**src/rtl/pipe_stage_reg.sv**
```systemverilog
// Elastic pipeline stage: main + skid register pair with valid/ready on both sides.
// Back-pressure is registered; in_ready depends only on the state register.
module pipe_stage_reg #(
    parameter int N = 32
) (
    input  logic         clk,
    input  logic         rst,
    input  logic         flush,
    input  logic         in_valid,
    output logic         in_ready,
    input  logic [N-1:0] in_data,
    output logic         out_valid,
    input  logic         out_ready,
    output logic [N-1:0] out_data,
    output logic [1:0]   occupancy
);

    // Handshake: a word moves on a rising edge when valid & ready are both high
    // on that side; valid never waits on ready, and ready never looks at valid.
    typedef enum logic [1:0] {
        EMPTY = 2'd0,
        BUSY  = 2'd1,
        FULL  = 2'd2
    } state_e;

    state_e       state_q, state_d;
    logic [N-1:0] main_q, main_d;
    logic [N-1:0] skid_q, skid_d;
    logic         in_xfer, out_xfer;

    always_comb begin
        in_ready  = 1'b1;
        out_valid = 1'b0;
        occupancy = 2'd0;
        case (state_q)
            EMPTY: begin
                in_ready  = 1'b1;
                out_valid = 1'b0;
                occupancy = 2'd0;
            end
            BUSY: begin
                in_ready  = 1'b1;
                out_valid = 1'b1;
                occupancy = 2'd1;
            end
            FULL: begin
                in_ready  = 1'b0;
                out_valid = 1'b1;
                occupancy = 2'd2;
            end
            default: begin
                in_ready  = 1'b1;
                out_valid = 1'b0;
                occupancy = 2'd0;
            end
        endcase
    end

    assign out_data = main_q;
    assign in_xfer  = in_valid & in_ready;
    assign out_xfer = out_valid & out_ready;

    always_comb begin
        state_d = state_q;
        main_d  = main_q;
        skid_d  = skid_q;
        if (flush) begin
            // Squash wins over both handshakes; stale data is left in place.
            state_d = EMPTY;
        end else begin
            case (state_q)
                EMPTY: begin
                    if (in_xfer) begin
                        main_d  = in_data;
                        state_d = BUSY;
                    end
                end
                BUSY: begin
                    if (in_xfer && out_xfer) begin
                        main_d = in_data;
                    end else if (in_xfer) begin
                        skid_d  = in_data;
                        state_d = FULL;
                    end else if (out_xfer) begin
                        state_d = EMPTY;
                    end
                end
                FULL: begin
                    if (out_xfer) begin
                        main_d  = skid_q;
                        state_d = BUSY;
                    end
                end
                default: state_d = EMPTY;
            endcase
        end
    end

    always_ff @(posedge clk or negedge rst) begin
        if (!rst) begin
            state_q <= EMPTY;
            main_q  <= '0;
            skid_q  <= '0;
        end else begin
            state_q <= state_d;
            main_q  <= main_d;
            skid_q  <= skid_d;
        end
    end

endmodule
```
**config.mk**
```make
export PLATFORM = sky130hd
export DESIGN_NAME = pipe_stage_reg
export DESIGN_NICKNAME = d
export VERILOG_FILES = /design/src/rtl/pipe_stage_reg.sv
export SDC_FILE = /design/constraint.sdc
export NUM_CORES = 1
export LEC_CHECK = 0
export ABC_AREA = 1
export CAP_MARGIN = 20
export CORE_MARGIN = 4
export CORE_UTILIZATION = 45
export DETAILED_ROUTE_END_ITERATION = 6
export PLACE_DENSITY = 0.73
export SLEW_MARGIN = 0
export SYNTH_ARGS = -nofsm -noshare
export SYNTH_HDL_FRONTEND = slang
export SYNTH_SLANG_ARGS = --single-unit
export TNS_END_PERCENT = 5
```
**constraint.sdc**
```tcl
create_clock -name clk -period 1.6 [get_ports clk]
set_input_delay 0.32 -clock clk [delete_from_list [all_inputs] [get_ports clk]]
set_output_delay 0.32 -clock clk [all_outputs]
set_load 0.1 [all_outputs]
```
==> flow_summary.yaml, run 1 <==
floorplanning:
  die_w_um: 91.97
  fp.dieH_um: 91.97
  ios: 73
  coreArea_um2: 6832
  rows: 30
  initial_core_util: 0.4645
  die_area_um2: 8458
cells_and_area:
  diodes: 0
  nets: 511
  n_fill_cell: 483
  post_route_cells_drive_above_1_share: 0.2848
  final_cell_mix: "nand2_1 (128), dfrtp_1 (64), buf_12 (43), inv_1 (35), clkdlybuf4s50_1 (35)"
  areaGrowthSynthToFinish_pct: 56.66
  layout_commonest_cell: "nand2_1"
  final_cells: 570
logic_synthesis:
  synth_compound_area_frac: 0.1404
  syn-mean-instance-area_um2: 8.328
  synth_seq_cells: 66
  synth_fa_ha_area_frac: 0.01577
  seq_area_frac_synth: 0.5205
  muxShareOfSynthArea: 0
  netlist_top_cells_area: "dfrtp_1 (52%), nand2_1 (17%), o21ai_2 (7.7%)"
  synthDistinctLibCells: 17
  syn-cell-area_um2: 3173
  yosysWarnings: 0
  syn_inst: 381
  synthSimpleGateAreaFrac: 0.2346
  synth-xor-area-share: 0
  synth_top_area_cell: "dfrtp_1"
  synth_top_family_by_area: "simple AND/OR/NAND/NOR gates"
  synth_top_area_share: 0.5205
  synth_nets: 422
timing:
  hold_violations: 0
  rsz0062_at_grt: "yes"
  period_minus_slack_ns: 1.719
  fmax_ghz: 0.5817
  finClkSkew_ns: 0.01076
  slew_viol_final: 0
  worst_slack_ns: -0.1191
  period_share: 1.074
  slew_headroom: 0.7646
  worst_pin_slew_ns: 0.3531
  setup_viol: 39
route:
  dr.max_layer_used: "met4"
  wl_mm: 8.284
  dr_wl_met2_mm: 4.195
  dr_total_vias: 2893
  drc: 0
  drtAntennaViolNets: 0
  wire_per_inst_um: 14.53
  drt_pass1_iterations: 4
  wl_met3_um: 460
  wl_met1_mm: 3.508
  post_drt_via_cell_ratio: 5.075
  drtIter0Drc: 159
worst_setup_path:
  path_buf_inv: 4
  rr_worst_depth: 10
  max_stage_delay_ns: 0.42
  worstSetupEndpointType: "flip-flop"
  path_cells: "inv_2 -> buf_6 -> ha_4 -> nand2_4 -> nand2_4 -> nor3_4 -> buf_6 -> clkbuf_16 -> nand2_2 -> o21ai_2"
  arrival_ns: 1.98
  path_class: "flip-flop to flip-flop"
  r2r_slack_ns: -0.12
  critPathRequiredTime_ns: 1.86
  rr_endpoint: "skid_q[8]"
  cp-start-kind: "flip-flop"
  critical-path-top-delay-family: "buffers and inverters"
  reg2reg_from: "state_q[0]"
  path_max_fanout: 8
  crit_slowest_cell: "dfrtp_2"
outcome:
  failed_checks: "negative setup slack"
  status: "finished, violations left"
pwr:
  leakage_nw: 2.437
  ir_worst_vdd_mv: 1.408
  total_power_mw: 12.17
  power_density_nw_per_um2: 2447
placed_design:
  port_buffers: 72
  gp_congestion: 0.8583
  dp_cells: 538
  pre_cts_ws_ns: -0.06284
  hpwl_mm: 5.037
worst_hold_path:
  min_path_type: "flip-flop to flip-flop"
  worstHoldEndpoint: "skid_q[16]"
  hold_path_depth: 2
  worstHoldStart: "skid_q[16]"
global_routing:
  grt_pass1_vias: 2675
  grt_usage: 0.1864
  antenna_found_initial: 0
  grt_pass1_wl_mm: 12.50
  grt_max_degree: 67
  overflow: 0
clock_tree:
  cts.sinks: 66
  cts_tree: "done"
  numCtsBuffers: 9
  cts-root-buf: "clkbuf_8"
  clkSlewWorstSetupHoldPaths_ns: 0.07
  worstSkewPairLatency_ns: 0.33
  h-tree-depth: 3
  clk_path_buf_depth: 2
flow_run:
  drv_cap: 0
==> Yosys cell counts, drive strengths merged <==
master and instances:
clkbuf 11, o21ai 65, nor3 1, nand2 143, a21oi 3, inv 38
clkinv 1, dfrtp 66, nor2 3, buf 11, nand3 35, ha 4
==> flip-flops by register name (all words and copies together), names as in the netlist <==
register / flops
state_q: 2
out_data: 32
skid_q: 32
==> tightest hold or removal path, cell delays in order (launching register included) <==
cell	delay, ns
dfrtp_1	0.32
inv_1	0.05
o21ai_2	0.11
==> report_power, final <==
part / switching, mW / internal (mW)
Combinational: 4.80 / 2.77
Sequential: 0.569 / 2.47
Clock: 0.599 / 0.957
==> final cells by class <==
type	count	area, um^2	area share
inverters	39	151.4	0.03046
repair buffers	100	1480	0.2978
flip-flops and latches	66	1654	0.3327
well taps	96	120.1	0.02416
multi-input cells	254	1346	0.2708
clock inverters	2	60.06	0.01208
clock buffers	13	158.9	0.03197
==> through the flow <==
step	hold WS [ns]	util	TNS (ns)	cell area (um^2)
after floorplan	0.02441	-	-10.21	3251
after global placement	0.3633	0.6531	-1.222	4462
after detailed placement	0.3644	0.6531	-2.965	4462
after CTS	0.5210	0.6989	-1.059	4775
after global routing	0.5436	0.7277	-9.165	4971
final	0.5167	0.7277	-3.351	4971
==> worst max path at each step <==
| stage | start | endpoint | cells past startpoint |
|---|---|---|---|
| final | state_q[0] | skid_q[8] | 10 |
| after global routing | state_q[0] | skid_q[8] | 10 |
| after CTS | state_q[0] | out_valid | 4 |
| after detailed placement | flush | out_data[7] | 8 |
| after global placement | flush | out_data[12] | 8 |
| after floorplan | state_q[1] | skid_q[1] | 7 |
==> metal layers <==
layer | vias to the layer above | track usage
met5 | - | 0
met4 | 0 | 0.08416
met3 | 11 | 0.03445
met2 | 94 | 0.2993
met1 | 1405 | 0.2452
li1 | 1383 | -
==> cells by family after synthesis <==
family,after synthesis
AOI/OAI and AO/OA,68
adders and majority gates,4
buffers and inverters,61
DFF,66
and+or+nand+nor,182
==> timing repair <==
item	CTS	global route
pin swaps	1	2
hold endpoints to repair	2	0
gates resized for setup	3	23
hold buffers	1	0
setup buffers	6	4
setup endpoints to repair	68	70
gates cloned	1	5
(Power assumes the default switching activity.)
==> run 2: changes to the inputs <==
--- a/config.mk
+++ b/config.mk
@@ -8,9 +8,10 @@
 export ABC_AREA = 1
 export CAP_MARGIN = 20
 export CORE_MARGIN = 4
-export CORE_UTILIZATION = 45
+export CORE_UTILIZATION = 38
 export DETAILED_ROUTE_END_ITERATION = 6
-export PLACE_DENSITY = 0.73
+export HOLD_SLACK_MARGIN = 0.03
+export PLACE_DENSITY = 0.63
 export SLEW_MARGIN = 0
 export SYNTH_ARGS = -nofsm -noshare
 export SYNTH_HDL_FRONTEND = slang
==> run 2 against run 1 <==
Against the previous run:
- the run still ends with negative setup slack left
- clock skew down 0.0048 ns
- final area shrank 3.1%
- first-iteration DRC count fell by 5.0%
- register-to-register slack improved by 0.06 ns
- core utilization shrank 14 points
- fmax is 3.6% higher
- cell count up 0.53%
- critical endpoint is now out_valid
- highest routed layer unchanged
==> flow_summary.yaml, run 2 (synthesized netlist as in run 1, its figures left out) <==
floorplanning:
  die_area_um2: 9876
  die_w_um: 99.38
  rows: 33
  coreArea_um2: 8175
  ios: 73
  initial_core_util: 0.3881
  fp.dieH_um: 99.38
worst_setup_path:
  rr_worst_depth: 9
  path_buf_inv: 3
  cp-start-kind: "flip-flop"
  path_class: "flip-flop to output port"
  arrival_ns: 1.34
  critPathRequiredTime_ns: 1.28
  path_max_fanout: 2
  r2r_slack_ns: -0.06
  crit_slowest_cell: "dfrtp_2"
  critical-path-top-delay-family: "flip-flops"
  worstSetupEndpointType: "output port"
  reg2reg_from: "state_q[0]"
  path_cells: "inv_2 -> buf_6 -> ha_4 -> buf_12"
  max_stage_delay_ns: 0.38
  rr_endpoint: "out_data[29]"
route:
  wire_per_inst_um: 13.62
  drt_pass1_iterations: 4
  post_drt_via_cell_ratio: 4.873
  wl_mm: 7.803
  drtIter0Drc: 151
  drc: 0
  dr_total_vias: 2792
  drtAntennaViolNets: 0
cells_and_area:
  final_cell_mix: "nand2_1 (138), dfrtp_1 (64), buf_12 (43)"
  layout_commonest_cell: "nand2_1"
  n_fill_cell: 707
  multi_input_area_um2: 1304
  finalInstanceArea_um2: 4818
  diodes: 0
  nets: 505
  areaGrowthSynthToFinish_pct: 51.85
  seq_area_um2: 1654
  post_route_cells_drive_above_1_share: 0.2457
pwr:
  power_density_nw_per_um2: 2445
  total_power_mw: 11.78
  ir_worst_vdd_mv: 1.429
  leakage_nw: 2.371
timing:
  period_share: 1.037
  fin_hold_ws_ns: 0.4924
  rsz0062_at_grt: "yes"
  finClkSkew_ns: 0.005996
  worst_pin_slew_ns: 0.5420
  final.setup.tns_ns: -2.414
  setup_viol: 66
  period_minus_slack_ns: 1.660
  slew_headroom: 0.6387
  fmax_ghz: 0.6025
  hold_violations: 0
  worst_slack_ns: -0.05984
  slew_viol_final: 0
clock_tree:
  h-tree-depth: 3
  clk_path_buf_depth: 2
  cts-root-buf: "clkbuf_8"
  worstSkewPairLatency_ns: 0.34
  cts_tree: "done"
  numCtsBuffers: 9
  cts.sinks: 66
  clkSlewWorstSetupHoldPaths_ns: 0.07
placed_design:
  placed_cell_area_um2: 4496
  pre_cts_ws_ns: -0.05014
  gp_congestion: 0.8018
  hpwl_mm: 5.204
  port_buffers: 72
global_routing:
  antenna_found_initial: 0
  grt_pass1_vias: 2751
  overflow: 0
  grt_pass1_wl_mm: 13.27
  grt_usage: 0.1690
  grt_max_degree: 34
flow_run:
  drv_cap: 0
outcome:
  status: "finished, violations left"
  failed_checks: "negative setup slack"
worst_hold_path:
  min_path_type: "input pin to async pin"
[run 2: changes by cell type in the layout (fill, tap and decap cells not counted), sizes merged]
| cell | before | now |
|---|---|---|
| buf | 60 | 56 |
| bufinv | 2 | 1 |
| clkbuf | 16 | 13 |
| clkinv | 1 | 3 |
[run 2: what timing repair did]
item | 4_1_cts | 5_1_grt
hold buffers | 1 | 0
endpoints found under the hold margin | 17 | 0
pin swaps | 1 | 0
buffers inserted | 5 | 0
gates resized for setup | 4 | 6
setup endpoints to repair | 68 | 70
gates cloned | 1 | 1
[run 2: how the worst max path moves through the flow]
stage / startpoint / to / slack [ns] / depth (start not counted)
after CTS: state_q[0] / out_valid / -0.08 / 4
after floorplan: state_q[1] / skid_q[1] / -0.17 / 7
final: state_q[0] / out_valid / -0.06 / 4
after global routing: state_q[0] / skid_q[31] / -0.14 / 9
after detailed placement: out_ready / skid_q[17] / -0.05 / 7
after global placement: out_ready / out_data[1] / -0.05 / 8
[run 2: cell type report]
| type | instances | share of cell area |
|---|---|---|
| flip-flops and latches | 66 | 0.3433 |
| repair buffers | 94 | 0.2890 |
| multi-input cells | 254 | 0.2706 |
| inverters | 39 | 0.03142 |
| clock buffers | 12 | 0.03012 |
| well taps | 105 | 0.02727 |
| clock inverters | 3 | 0.008310 |
[run 2: where the power goes]
| part | internal (mW) | switching [mW] | total, mW |
|---|---|---|---|
| Clock | 0.750 | 0.612 | 1.36 |
| Combinational | 2.69 | 4.71 | 7.40 |
| Sequential | 2.47 | 0.546 | 3.02 |
| Total | 5.91 | 5.87 | 11.8 |
[run 2: per-stage QoR]
stage | cells | utilization
after floorplan | 381 | -
after global routing | 573 | 0.5894
final | 573 | 0.5894
after CTS | 572 | 0.5836
after detailed placement | 550 | 0.5499
after global placement | 550 | 0.5499
[run 2: routing by layer]
layer / wire length [um] / up-vias / global-route usage
li1: - / 1370 / -
met1: 3564 / 1327 / 0.2230
met2: 3668 / 85 / 0.2758
met3: 458 / 10 / 0.04418
met4: 111 / 0 / 0.04727
met5: 0 / - / 0
